`config.mk`:
```
export PLATFORM = sky130hd
export DESIGN_NAME = uart_bus_master
export DESIGN_NICKNAME = d
export VERILOG_FILES = /design/src/rtl/uart_bus_master_pkg.sv /design/src/rtl/uart_bus_master_byte_if.sv /design/src/rtl/uart_bus_master_phy.sv /design/src/rtl/uart_bus_master.sv
export SDC_FILE = /design/constraint.sdc
export NUM_CORES = 1
export LEC_CHECK = 0
export ABC_AREA = 1
export CAP_MARGIN = 20
export CORE_ASPECT_RATIO = 0.8
export CORE_MARGIN = 4
export CORE_UTILIZATION = 50
export CTS_CLUSTER_SIZE = 8
export DETAILED_ROUTE_END_ITERATION = 12
export HOLD_SLACK_MARGIN = 0.06
export PLACE_DENSITY = 0.88
export SLEW_MARGIN = 20
export SYNTH_ARGS = -nofsm -noshare
export SYNTH_HDL_FRONTEND = slang
export SYNTH_HIERARCHICAL = 1
export SYNTH_SLANG_ARGS = --single-unit
```
`constraint.sdc`:
```
create_clock -name clk -period 1.5 [get_ports clk]
set_input_delay 0.225 -clock clk [delete_from_list [all_inputs] [get_ports clk]]
set_output_delay 0.225 -clock clk [all_outputs]
set_load 0.01 [all_outputs]
```
`src/rtl/uart_bus_master_pkg.sv`:
```
// Shared constants and command FSM states for the serial bus master.
package uart_bus_master_pkg;

  localparam logic [7:0] CMD_WR  = 8'h57;
  localparam logic [7:0] CMD_RD  = 8'h52;
  localparam logic [7:0] RSP_OK  = 8'h4B;
  localparam logic [7:0] RSP_ERR = 8'h45;

  localparam int CNT_W = 16;

  typedef enum logic [2:0] {
    S_IDLE,
    S_ADDR,
    S_DATA,
    S_BUS,
    S_RWAIT,
    S_RESP
  } state_t;

endpackage

```
`src/rtl/uart_bus_master_byte_if.sv`:
```
// Byte-level valid/ready link between the serial engines and the
// command FSM.
interface uart_bus_master_byte_if;

  logic [7:0] rx_data;
  logic       rx_valid;
  logic       rx_ferr;
  logic [7:0] tx_data;
  logic       tx_valid;
  logic       tx_ready;

  modport phy (
    output rx_data,
    output rx_valid,
    output rx_ferr,
    output tx_ready,
    input  tx_data,
    input  tx_valid
  );

  modport ctl (
    input  rx_data,
    input  rx_valid,
    input  rx_ferr,
    input  tx_ready,
    output tx_data,
    output tx_valid
  );

endinterface

```
`src/rtl/uart_bus_master_phy.sv`:
```
// 8N1 receive and transmit bit engines; bit period is DIVIDER+1 clocks.
module uart_bus_master_phy
  import uart_bus_master_pkg::*;
#(
  parameter int DIVIDER = 215
) (
  input  logic                   clk,
  input  logic                   rst_i,
  input  logic                   rxd,
  output logic                   txd,
  uart_bus_master_byte_if.phy    bif
);

  localparam logic [CNT_W-1:0] FULL = CNT_W'(DIVIDER);
  localparam logic [CNT_W-1:0] HALF = CNT_W'(DIVIDER / 2);

  logic [1:0]       rx_sync;
  logic             rx_s;
  logic             rx_busy;
  logic [CNT_W-1:0] rx_cnt;
  logic [3:0]       rx_bit;
  logic [7:0]       rx_sh;
  logic             rx_vld;
  logic             rx_err;

  logic             tx_busy;
  logic [9:0]       tx_sh;
  logic [CNT_W-1:0] tx_cnt;
  logic [3:0]       tx_bit;

  assign rx_s = rx_sync[1];

  always_ff @(posedge clk) begin
    if (rst_i) begin
      rx_sync <= 2'b11;
      rx_busy <= 1'b0;
      rx_cnt  <= '0;
      rx_bit  <= '0;
      rx_sh   <= '0;
      rx_vld  <= 1'b0;
      rx_err  <= 1'b0;
    end else begin
      rx_sync <= {rx_sync[0], rxd};
      rx_vld  <= 1'b0;
      rx_err  <= 1'b0;
      if (!rx_busy) begin
        if (!rx_s) begin
          rx_busy <= 1'b1;
          rx_cnt  <= HALF;
          rx_bit  <= '0;
        end
      end else if (rx_cnt != '0) begin
        rx_cnt <= rx_cnt - 1'b1;
      end else begin
        rx_cnt <= FULL;
        rx_bit <= rx_bit + 1'b1;
        unique case (1'b1)
          (rx_bit == 4'd0): begin
            if (rx_s) rx_busy <= 1'b0;
          end
          (rx_bit == 4'd9): begin
            rx_busy <= 1'b0;
            rx_vld  <= rx_s;
            rx_err  <= !rx_s;
          end
          default: rx_sh <= {rx_s, rx_sh[7:1]};
        endcase
      end
    end
  end

  assign bif.rx_data  = rx_sh;
  assign bif.rx_valid = rx_vld;
  assign bif.rx_ferr  = rx_err;

  // Idle shift register holds ones so txd rests high.
  always_ff @(posedge clk) begin
    if (rst_i) begin
      tx_busy <= 1'b0;
      tx_sh   <= '1;
      tx_cnt  <= '0;
      tx_bit  <= '0;
    end else if (!tx_busy) begin
      if (bif.tx_valid) begin
        tx_busy <= 1'b1;
        tx_sh   <= {1'b1, bif.tx_data, 1'b0};
        tx_cnt  <= FULL;
        tx_bit  <= '0;
      end
    end else if (tx_cnt != '0) begin
      tx_cnt <= tx_cnt - 1'b1;
    end else begin
      tx_cnt <= FULL;
      tx_bit <= tx_bit + 1'b1;
      tx_sh  <= {1'b1, tx_sh[9:1]};
      if (tx_bit == 4'd9) tx_busy <= 1'b0;
    end
  end

  assign txd          = tx_sh[0];
  assign bif.tx_ready = !tx_busy;

endmodule

```
`src/rtl/uart_bus_master.sv`:
```
// Serial command to stb/ack bus bridge. Define UART_BUS_MASTER_TIMEOUT_EN
// to abort unacknowledged bus cycles after 65535 clocks.
module uart_bus_master
  import uart_bus_master_pkg::*;
#(
  parameter int DIVIDER    = 215,
  parameter int READ_DELAY = 1
) (
  input  logic        clk,
  input  logic        rst_i,
  input  logic        rxd,
  output logic        txd,
  output logic [31:0] adr_o,
  output logic [31:0] dat_o,
  output logic [3:0]  sel_o,
  output logic        we_o,
  output logic        stb_o,
  input  logic [31:0] dat_i,
  input  logic        ack_i,
  output logic        busy_o
);

  uart_bus_master_byte_if bif ();

  uart_bus_master_phy #(
    .DIVIDER(DIVIDER)
  ) u_phy (
    .clk   (clk),
    .rst_i (rst_i),
    .rxd   (rxd),
    .txd   (txd),
    .bif   (bif)
  );

  state_t      state, state_n;
  logic        is_wr, is_wr_n;
  logic [1:0]  byte_cnt, cnt_n;
  logic [31:0] adr_n, dat_n;
  logic        stb_n, we_n;
  logic [31:0] rsp_q, rsp_n;
  logic [2:0]  rsp_cnt, rsp_cnt_n;
  logic        tx_valid;

`ifdef UART_BUS_MASTER_TIMEOUT_EN
  localparam logic [15:0] TMO_LAST = 16'hFFFE;
  logic [15:0] tmo, tmo_n;

  always_ff @(posedge clk) begin
    if (rst_i) tmo <= '0;
    else       tmo <= tmo_n;
  end
`endif

  assign sel_o        = 4'b1111;
  assign busy_o       = (state != S_IDLE);
  assign bif.tx_data  = rsp_q[31:24];
  assign bif.tx_valid = tx_valid;

  always_ff @(posedge clk) begin
    if (rst_i) begin
      state    <= S_IDLE;
      is_wr    <= 1'b0;
      byte_cnt <= '0;
      adr_o    <= '0;
      dat_o    <= '0;
      stb_o    <= 1'b0;
      we_o     <= 1'b0;
      rsp_q    <= '0;
      rsp_cnt  <= '0;
    end else begin
      state    <= state_n;
      is_wr    <= is_wr_n;
      byte_cnt <= cnt_n;
      adr_o    <= adr_n;
      dat_o    <= dat_n;
      stb_o    <= stb_n;
      we_o     <= we_n;
      rsp_q    <= rsp_n;
      rsp_cnt  <= rsp_cnt_n;
    end
  end

  always_comb begin
    state_n   = state;
    is_wr_n   = is_wr;
    cnt_n     = byte_cnt;
    adr_n     = adr_o;
    dat_n     = dat_o;
    stb_n     = stb_o;
    we_n      = we_o;
    rsp_n     = rsp_q;
    rsp_cnt_n = rsp_cnt;
    tx_valid  = 1'b0;
`ifdef UART_BUS_MASTER_TIMEOUT_EN
    tmo_n     = tmo;
`endif
    unique case (state)
      S_IDLE: begin
        if (bif.rx_valid &&
            (bif.rx_data == CMD_WR || bif.rx_data == CMD_RD)) begin
          is_wr_n = (bif.rx_data == CMD_WR);
          cnt_n   = '0;
          state_n = S_ADDR;
        end
      end
      S_ADDR: begin
        if (bif.rx_ferr) begin
          state_n = S_IDLE;
        end else if (bif.rx_valid) begin
          adr_n = {adr_o[23:0], bif.rx_data};
          cnt_n = byte_cnt + 1'b1;
          if (byte_cnt == 2'd3) begin
            if (is_wr) begin
              state_n = S_DATA;
            end else begin
              stb_n   = 1'b1;
              we_n    = 1'b0;
              state_n = S_BUS;
`ifdef UART_BUS_MASTER_TIMEOUT_EN
              tmo_n   = '0;
`endif
            end
          end
        end
      end
      S_DATA: begin
        if (bif.rx_ferr) begin
          state_n = S_IDLE;
        end else if (bif.rx_valid) begin
          dat_n = {dat_o[23:0], bif.rx_data};
          cnt_n = byte_cnt + 1'b1;
          if (byte_cnt == 2'd3) begin
            stb_n   = 1'b1;
            we_n    = 1'b1;
            state_n = S_BUS;
`ifdef UART_BUS_MASTER_TIMEOUT_EN
            tmo_n   = '0;
`endif
          end
        end
      end
      S_BUS: begin
        if (ack_i) begin
          stb_n = 1'b0;
          we_n  = 1'b0;
          if (is_wr) begin
            rsp_n     = {RSP_OK, 24'h0};
            rsp_cnt_n = 3'd1;
            state_n   = S_RESP;
          end else if (READ_DELAY == 0) begin
            rsp_n     = dat_i;
            rsp_cnt_n = 3'd4;
            state_n   = S_RESP;
          end else begin
            state_n = S_RWAIT;
          end
        end
`ifdef UART_BUS_MASTER_TIMEOUT_EN
        else if (tmo == TMO_LAST) begin
          stb_n     = 1'b0;
          we_n      = 1'b0;
          rsp_n     = {RSP_ERR, 24'h0};
          rsp_cnt_n = 3'd1;
          state_n   = S_RESP;
        end else begin
          tmo_n = tmo + 1'b1;
        end
`endif
      end
      // Responder data is registered on the ack cycle.
      S_RWAIT: begin
        rsp_n     = dat_i;
        rsp_cnt_n = 3'd4;
        state_n   = S_RESP;
      end
      S_RESP: begin
        if (bif.tx_ready) begin
          if (rsp_cnt != 3'd0) begin
            tx_valid  = 1'b1;
            rsp_n     = {rsp_q[23:0], 8'h00};
            rsp_cnt_n = rsp_cnt - 1'b1;
          end else begin
            state_n = S_IDLE;
          end
        end
      end
      default: state_n = S_IDLE;
    endcase
  end

endmodule

```
### After elaboration in Yosys (flattened, before gate mapping)

Index checks and enable logic that the tools add are counted.

* bits in registers: 171
* input bits: 36

* add/subtract/negate cells: 6
* eq/ne operators: 32
* muxes and demuxes: 67
* bitwise logic cells: 5
* reductions and logical operators: 26

Operator list (number)
* $mux W32: 4
* $mux W16: 6
* $pmux W32 S3: 1
* $mux W3: 14
* $reduce_bool A16 Y1: 2
* $sub A16 B1 Y16 const B: 2
* $mux W10: 3
* $ne A2 B2 Y1 const B: 15
* $mux W1: 24
* $mux W4: 6
* $pmux W3 S6: 1
* $eq A8 B7 Y1 const B: 2
* $reduce_bool A3 Y1: 4
* $pmux W3 S3: 1
* $reduce_and A3 Y1: 3
* $reduce_and A9 Y1: 1
* $add A4 B1 Y4 const B: 2
* $eq A4 B4 Y1 const B: 2
* $reduce_and A8 Y1: 1
* $eq A3 B2 Y1 const B: 2
* $eq A3 B3 Y1 const B: 2
* $mux W2: 3
* $ne A2 B1 Y1 const B: 3
* $ne A3 B1 Y1 const B: 2
* other kinds (20): 30

### Logic depth before layout (Yosys ltp)

Gate-level depths: netlist (run 1).

* depth after elaboration: 6
* gate-level depth with buffers: 12

### By module

The synthesis (run 1) kept the hierarchy.

By module, submodules not included
* uart_bus_master: instances 1, cells each 656, area an instance 4570.6 sq um, seq. area each 2142.1 sq um
* uart_bus_master_phy: instances 1, cells each 495, area an instance 3324.4 sq um, seq. area each 1261.2 sq um

### Worst setup path before layout (run 1)

OpenSTA, ideal clock, no wires.

* path kind: reg-to-reg
* start point: register state[1]
* end point: register u_phy.tx_cnt[6]
* setup time: 0.132 ns
* arrival: 1.513 ns
* required time: 1.368 ns
* slack: -0.146 ns
* stages on the path, launching flop included: 11
* cells stage by stage: dfxtp_1 -> inv_2 -> nand3_2 -> inv_2 -> nand2_1 -> nor2_1 -> nor2_2 -> inv_2 -> nand2_1 -> xor2_1 -> a21oi_1

* cells in the longest elaborated chain, start to end: 3

Ends and longest elaborated chain
* start: declaration: RTL line uart_bus_master.sv:35 `state_t state, state_n;`
* start signal: assignment: RTL line uart_bus_master.sv:71 `state <= state_n;`
* $eq A3 B3 Y1: RTL line uart_bus_master.sv:97 `unique case (state)`
* $mux W1: RTL line uart_bus_master.sv:97
* named net bif.tx_valid: RTL line uart_bus_master_byte_if.sv:9 `logic tx_valid;`
* $reduce_bool A2 Y1 (no line)
* end signal: assignment: RTL line uart_bus_master_phy.sv:91 `tx_cnt <= tx_cnt - 1'b1;`
* end: declaration: RTL line uart_bus_master_phy.sv:28 `logic [CNT_W-1:0] tx_cnt;`

The timed path passes the listed nets, and every way through them passes these cells.
A chain may end at the register's enable or synchronous reset.

### Worst setup path in the final report (run 1)

* start point: register u_phy.rx_bit[1]
* end point: register u_phy.rx_sh[1] (netlist: u_phy/bif.rx_data[1])

* cells in the longest elaborated chain, start to end: 4

Ends and longest elaborated chain
* start: declaration: RTL line uart_bus_master_phy.sv:21 `logic [3:0] rx_bit;`
* start signal: assignment: RTL line uart_bus_master_phy.sv:56 `rx_bit <= rx_bit + 1'b1;`
* $eq A4 B4 Y1 / $logic_not A4 Y1 (equally long branches): RTL line uart_bus_master_phy.sv:61, uart_bus_master_phy.sv:58
* $reduce_or A2 Y1 (no line) (*)
* $not A1 Y1 (no line) (*)
* $reduce_and A3 Y1 (no line) (*)
* end signal: assignment: RTL line uart_bus_master_phy.sv:66 `default: rx_sh <= {rx_s, rx_sh[7:1]};`
* end: declaration: RTL line uart_bus_master_phy.sv:22 `logic [7:0] rx_sh;`

Every way passes the cells marked *; elsewhere a longest branch is shown, timed or not.

==> results of run 1 <==
## report_power, final
part	switching (uW)	leakage, uW	internal, uW
combinational	3910	0.00348	2790
sequential	466	0.00138	5090
clock	2130	0.000303	2420
## sequential cells by signal (all words and copies together) (netlist names)
name,cells
we_o,1
u_phy/tx_busy,1
u_phy/rx_cnt,16
u_phy/bif.rx_valid,1
byte_cnt,2
dat_o,32
state,3
u_phy/bif.rx_data,8
u_phy/rx_bit,4
u_phy/rx_busy,1
is_wr,1
u_phy/tx_bit,4
u_phy/tx_sh,9
rsp_cnt,3
u_phy/tx_cnt,16
rsp_q,32
adr_o,32
stb_o,1
u_phy/rx_sync,2
u_phy/bif.rx_ferr,1
## path summary, 6_finish.rpt
path | cells after the start | slack (ns) | startpoint | to
worst min register to register | 1 | 0.45 | u_phy/rx_sync[0] | u_phy/rx_sync[1]
worst max register to register | 8 | -0.06 | u_phy/rx_bit[1] | u_phy/bif.rx_data[1]
worst max-delay path | 8 | -0.06 | u_phy/rx_bit[1] | u_phy/bif.rx_data[1]
worst min-delay path | 3 | 0.30 | rst_i | u_phy/tx_cnt[7]
## per-stage QoR
stage / setup WS [ns] / setup TNS (ns) / std cells / hold slack [ns] / area, um^2
after floorplan: 0.00127 / 0 / 1154 / 0.329 / 7940
after global placement: -0.0741 / -1.60 / 1489 / 0.400 / 9550
after detailed placement: -0.144 / -5.28 / 1489 / 0.404 / 9550
after CTS: -0.0196 / -0.0196 / 1524 / 0.283 / 10200
after global routing: -0.175 / -3.09 / 1536 / 0.287 / 10600
final: -0.0604 / -0.154 / 1536 / 0.295 / 10600
## worst register-to-register path, delay by kind of cell, from the launching register on
family                     cells  cell delay (ns)
buffers and inverters          2             0.26
adders and majority gates      1             0.18
AOI/OAI and AO/OA              1             0.15
and+or+nand+nor                4             0.57
DFF                            1             0.33
## metal layers
metal / routed length (um) / global-route usage [%]
met1: 9190 / 28.3
met2: 10900 / 39.0
met3: 1620 / 3.82
met4: 604 / 8.60
met5: 0 / 0
## what timing repair did
action                                  in CTS  in global routing
setup buffers                                1                 11
pin swaps                                   10                 32
gates resized for setup                    104                106
gates cloned                                 2                  1
endpoints found under the setup margin     201                141
## final cells by class
type                       count  area [um^2]
clock buffer                  17          425
clock inverter                15          195
fill                        1088         4620
inverter                      86          353
multi-input combinational    847         4280
sequential                   170         3420
tap                          210          263
timing repair buffer         190         1690
timing repair inverter         1         6.26
## logic make-up (layout without fill, tap and decap cells)
family,after synthesis,after routing,synth area share (%)
adder cells (fa/ha/maj),10,10,1.58
buffers and inverters,137,309,7.40
flip-flops,170,170,43.1
other,1,4,0.0475
AND/OR/NAND/NOR,663,663,35.8
XOR/XNOR,17,17,1.89
AO/OA/AOI/OAI,153,153,10.2
## cell usage in the layout, fill, tap and decap left out, types with 4 or more instances in the layout
cell,count
inv_1,62
nand3_1,47
buf_6,9
nand3b_1,22
dfxtp_1,161
o21ai_0,75
ha_1,6
o22ai_1,4
inv_4,8
nand2_2,23
nand2_1,270
nor2_2,15
nor2_4,12
xor2_1,12
inv_6,4
clkbuf_16,18
inv_8,6
inv_2,14
nand3_4,5
dfxtp_2,5
a21oi_1,47
buf_4,72
nor2_1,234
dfxtp_4,4
conb_1,4
clkinv_8,4
a21oi_2,12
nand2_4,11
xnor2_1,5
o21ai_1,6
clkdlybuf4s50_1,34
dlygate4sd2_1,67
nand4_1,11
==> flow_summary_export.csv, run 1 <==
group,metric,value,unit
outcome,violations,"setup timing",
sta,hold_viol,0,
cells_and_area,n_antenna_cell,0,
critical_path,path_class,"register to register",
clocking,clk_pin_slew,0.07,ns
critical_path,path_buf_inv,2,
clocking,cts.sink_count,170,
outcome,status,"finished, violations left",
floorplan,top_level_ports,108,
floorplan,die-width,148,um
sta,fin_crit_sh,104,%
routing,firstDrtPassIters,7,
global_routing,track_usage,22.6,%
placed_design,gp_congestion,0.883,
global_routing,grt_pass1_wl,34.0,mm
clocking,cts_inserted_buffers,17,
logic_synthesis,synthTopCellsByArea,"dfxtp_1, nand2_1, nor2_1",
job,cap_violations,0,
logic_synthesis,yosysTopAreaCell,"dfxtp_1",
logic_synthesis,synth.yosys.seq_area_share,43.1,%
critical_path,cpPeakStageDelay,0.33,ns
cells_and_area,drive_above_1_share,18.9,%
critical_path,crit_chain,"inv_1 -> ha_1 -> nand3_1 -> nand2_2 -> nor3_4 -> buf_4 -> nand2_1 -> a21oi_1",
logic_synthesis,synth_edf_count,0,
logic_synthesis,yosysMostFrequentCell,"nand2_1",
logic_synthesis,async_flop_share,0,%
critical_path,crit_required,1.85,ns
placed_design,portBuffers,103,
min_path,worstHoldPathType,"input pin to register",
floorplan,dieHeight,120,um
critical_path,critPathTopFamily,"simple AND/OR/NAND/NOR gates",
floorplan,core,0.0153,mm^2
power_and_ir_drop,vdd_ir_drop_max,1.02,mV
floorplan,num_rows,40,
cells_and_area,final_nets,1359,
critical_path,worst-endpoint-arrival,1.91,ns
sta,finalWorstSetupSlack,-0.0604,ns
sta,fin_skew,0.00802,ns
routing,vias_per_cell,5.34,
global_routing,grt_max_degree,98,
floorplan,die_area,0.0179,mm^2
critical_path,end_kind,"register",
logic_synthesis,synth_common_cells,"nand2_1, nor2_1, dfxtp_1, o21ai_0, inv_1",
routing,vias,8198,
sta,rsz0062_at_grt,"yes",
cells_and_area,area_delta_synth_final,34.8,%
global_routing,grt_overflow,0,
sta,slew_violations,0,
routing,finalWirelength,22.3,mm
placed_design,dp_hpwl,13.5,mm
routing,drt_iter0_markers,723,
clocking,cts_tree,"yes",
clocking,ctsLongestPathBuffers,2,
routing,ant_nets,0,
cells_and_area,post-route-util,69.7,%
sta,max_freq,0.641,GHz
logic_synthesis,syn_inst,1151,
logic_synthesis,synth.distinct_cells,38,
logic_synthesis,ys_ff_latch,170,
clocking,cts_htree_levels,4,
floorplan,initial_utilization,51.7,%
clocking,insertion_delay,0.43,ns
routing,wl_per_cell,14.5,um
routing,drc_errors,0,
power_and_ir_drop,p_leak,0.00516,uW
sta,slew_headroom,65.5,%
clocking,root_buffer,"clkbuf_16",
critical_path,critical-path-slowest-cell,"dfxtp_1",
critical_path,critPathLaunchType,"register",
logic_synthesis,yosys_most_used_dff,"dfxtp_1",
logic_synthesis,avgSynthCellArea,6.86,um^2
logic_synthesis,ys_warn_count,6,
clocking,cts_hold_buf,0,
sta,period_minus_slack,1.56,ns
power_and_ir_drop,fin_total_pwr,16800,uW
logic_synthesis,netlist_area,0.00790,mm^2
power_and_ir_drop,p_per_area,1580,mW/mm^2
sta,setup-violations-final,8,
global_routing,antenna_found_initial,0,
logic_synthesis,netlist.area_leader.share,43.1,%
critical_path,crit_fanout,5,
sta,worstMarginPinSlew,0.517,ns
global_routing,first_global_vias,7521,
No activity file was read; power rests on OpenSTA's default activity.
==> inputs of run 2 (changes only) <==
- TNS_END_PERCENT: not set -> 30
==> flow_summary_export.csv, run 2 (synthesized netlist as in run 1, its figures left out) <==
group,metric,value,unit
sta,fin_crit_sh,102,%
sta,finalWorstSetupSlack,-0.0256,ns
clocking,insertion_delay,0.43,ns
floorplan,die_area,0.0179,mm^2
job,cap_violations,0,
cells_and_area,drive_above_1_share,17.3,%
placed_design,place_ws,-0.144,ns
routing,drc_errors,0,
clocking,ctsLongestPathBuffers,2,
cells_and_area,reg.largest.list,"adr_o: 32 flops, dat_o: 32 flops, rsp_q: 32 flops",
clocking,clk_pin_slew,0.07,ns
sta,hold_viol,0,
routing,vias_per_cell,5.28,
sta,slew_violations,0,
power_and_ir_drop,vdd_ir_drop_max,1.01,mV
sta,setup-violations-final,6,
clocking,cts_inserted_buffers,17,
placed_design,place_area,0.00955,mm^2
power_and_ir_drop,p_leak,0.00511,uW
cells_and_area,final_cell_area,0.0105,mm^2
floorplan,dieHeight,120,um
outcome,violations,"setup timing",
min_path,worstHoldPathType,"input pin to register",
placed_design,dp_hpwl,13.5,mm
outcome,status,"finished, violations left",
global_routing,grt_max_degree,98,
critical_path,critPathLaunchType,"register",
floorplan,initial_utilization,51.7,%
critical_path,worst-endpoint-arrival,1.88,ns
floorplan,top_level_ports,108,
floorplan,die-width,148,um
sta,max_freq,0.655,GHz
placed_design,portBuffers,103,
sta,rsz0062_at_grt,"yes",
global_routing,grt_overflow,0,
routing,drt_iter0_markers,788,
global_routing,first_global_vias,7528,
routing,vias,8072,
cells_and_area,final_cell_mix,"nand2_1, nor2_1, dfxtp_1",
clocking,cts.sink_count,170,
clocking,cts_htree_levels,4,
clocking,cts_hold_buf,0,
global_routing,track_usage,22.6,%
cells_and_area,n_antenna_cell,0,
cells_and_area,final_common_cell,"nand2_1",
cells_and_area,area_delta_synth_final,33.0,%
global_routing,grt_pass1_wl,34.0,mm
placed_design,gp_congestion,0.883,
global_routing,antenna_found_initial,0,
power_and_ir_drop,p_per_area,1570,mW/mm^2
cells_and_area,final_nets,1353,
cells_and_area,final-instance-count-excl-fill,1530,
routing,ant_nets,0,
clocking,root_buffer,"clkbuf_16",
routing,wl_per_cell,14.1,um
floorplan,num_rows,40,
sta,period_minus_slack,1.53,ns
critical_path,crit_required,1.85,ns
critical_path,crit_fanout,5,
routing,finalWirelength,21.6,mm
clocking,cts_tree,"yes",
cells_and_area,nFillCells,1132,
routing,firstDrtPassIters,6,
placed_design,dp.cells,1489,
critical_path,path_class,"register to register",
critical_path,end_kind,"register",
floorplan,core,0.0153,mm^2
sta,fin_skew,0.00898,ns
## run 2: changes by cell type in the layout (fill, tap and decap cells not counted), sizes merged
cell | previous run | this run
buf | 88 | 82
clkinv | 7 | 8
inv | 94 | 93
## run 2: critical path, stage by stage, from the launching register on
cell and delay [ns]:
dfxtp_4 0.38, inv_1 0.08, ha_2 0.20, nand3_2 0.10, nand2_2 0.10, nor3_4 0.22, buf_4 0.18, nand2_1 0.07
a21oi_1 0.13
## run 2: cell type report
| type | instances | area (um^2) | area share, % |
|---|---|---|---|
| Inverter | 86 | 352 | 3.35 |
| Tap cell | 210 | 263 | 2.50 |
| Sequential cell | 170 | 3420 | 32.6 |
| Multi-Input combinational cell | 847 | 4190 | 39.9 |
| Timing Repair inverter | 1 | 6.26 | 0.0596 |
| Clock inverter | 15 | 195 | 1.86 |
| Timing Repair Buffer | 184 | 1650 | 15.7 |
| Clock buffer | 17 | 425 | 4.05 |
## run 2: worst paths after layout
| kind | from | end | slack, ns | cells past startpoint |
|---|---|---|---|---|
| max | u_phy/rx_bit[0] | u_phy/bif.rx_data[1] | -0.03 | 8 |
| min | rst_i | u_phy/tx_cnt[3] | 0.29 | 3 |
| max reg2reg | u_phy/rx_bit[0] | u_phy/bif.rx_data[1] | -0.03 | 8 |
| min reg2reg | u_phy/rx_sync[0] | u_phy/rx_sync[1] | 0.45 | 1 |
## run 2: where the power goes
| group | internal, uW | switching, uW |
|---|---|---|
| Sequential | 5090 | 448 |
| Clock | 2420 | 2130 |
| Combinational | 2700 | 3730 |
## run 2: per-stage QoR
stage	util, %	power, uW	TNS (ns)	hold slack (ns)
detailed placement	62.6	10900	-5.28	0.404
global route	68.8	17500	-2.48	0.293
floorplan	-	9290	0	0.329
finish	68.8	16500	-0.0525	0.293
CTS	66.7	15700	-0.104	0.281
global placement	62.6	10700	-1.60	0.400
## run 2: layer usage
layer | share of wire, % | track usage [%]
met5 | 0 | 0
met4 | 2.2 | 8.77
met3 | 6.7 | 3.78
met2 | 49 | 38.9
met1 | 42 | 28.4
## run 2: what timing repair did
item	in CTS	in global routing
gates resized for setup	98	86
pin swaps	7	21
setup endpoints to repair	201	141
gates cloned	2	1
buffers inserted	0	6
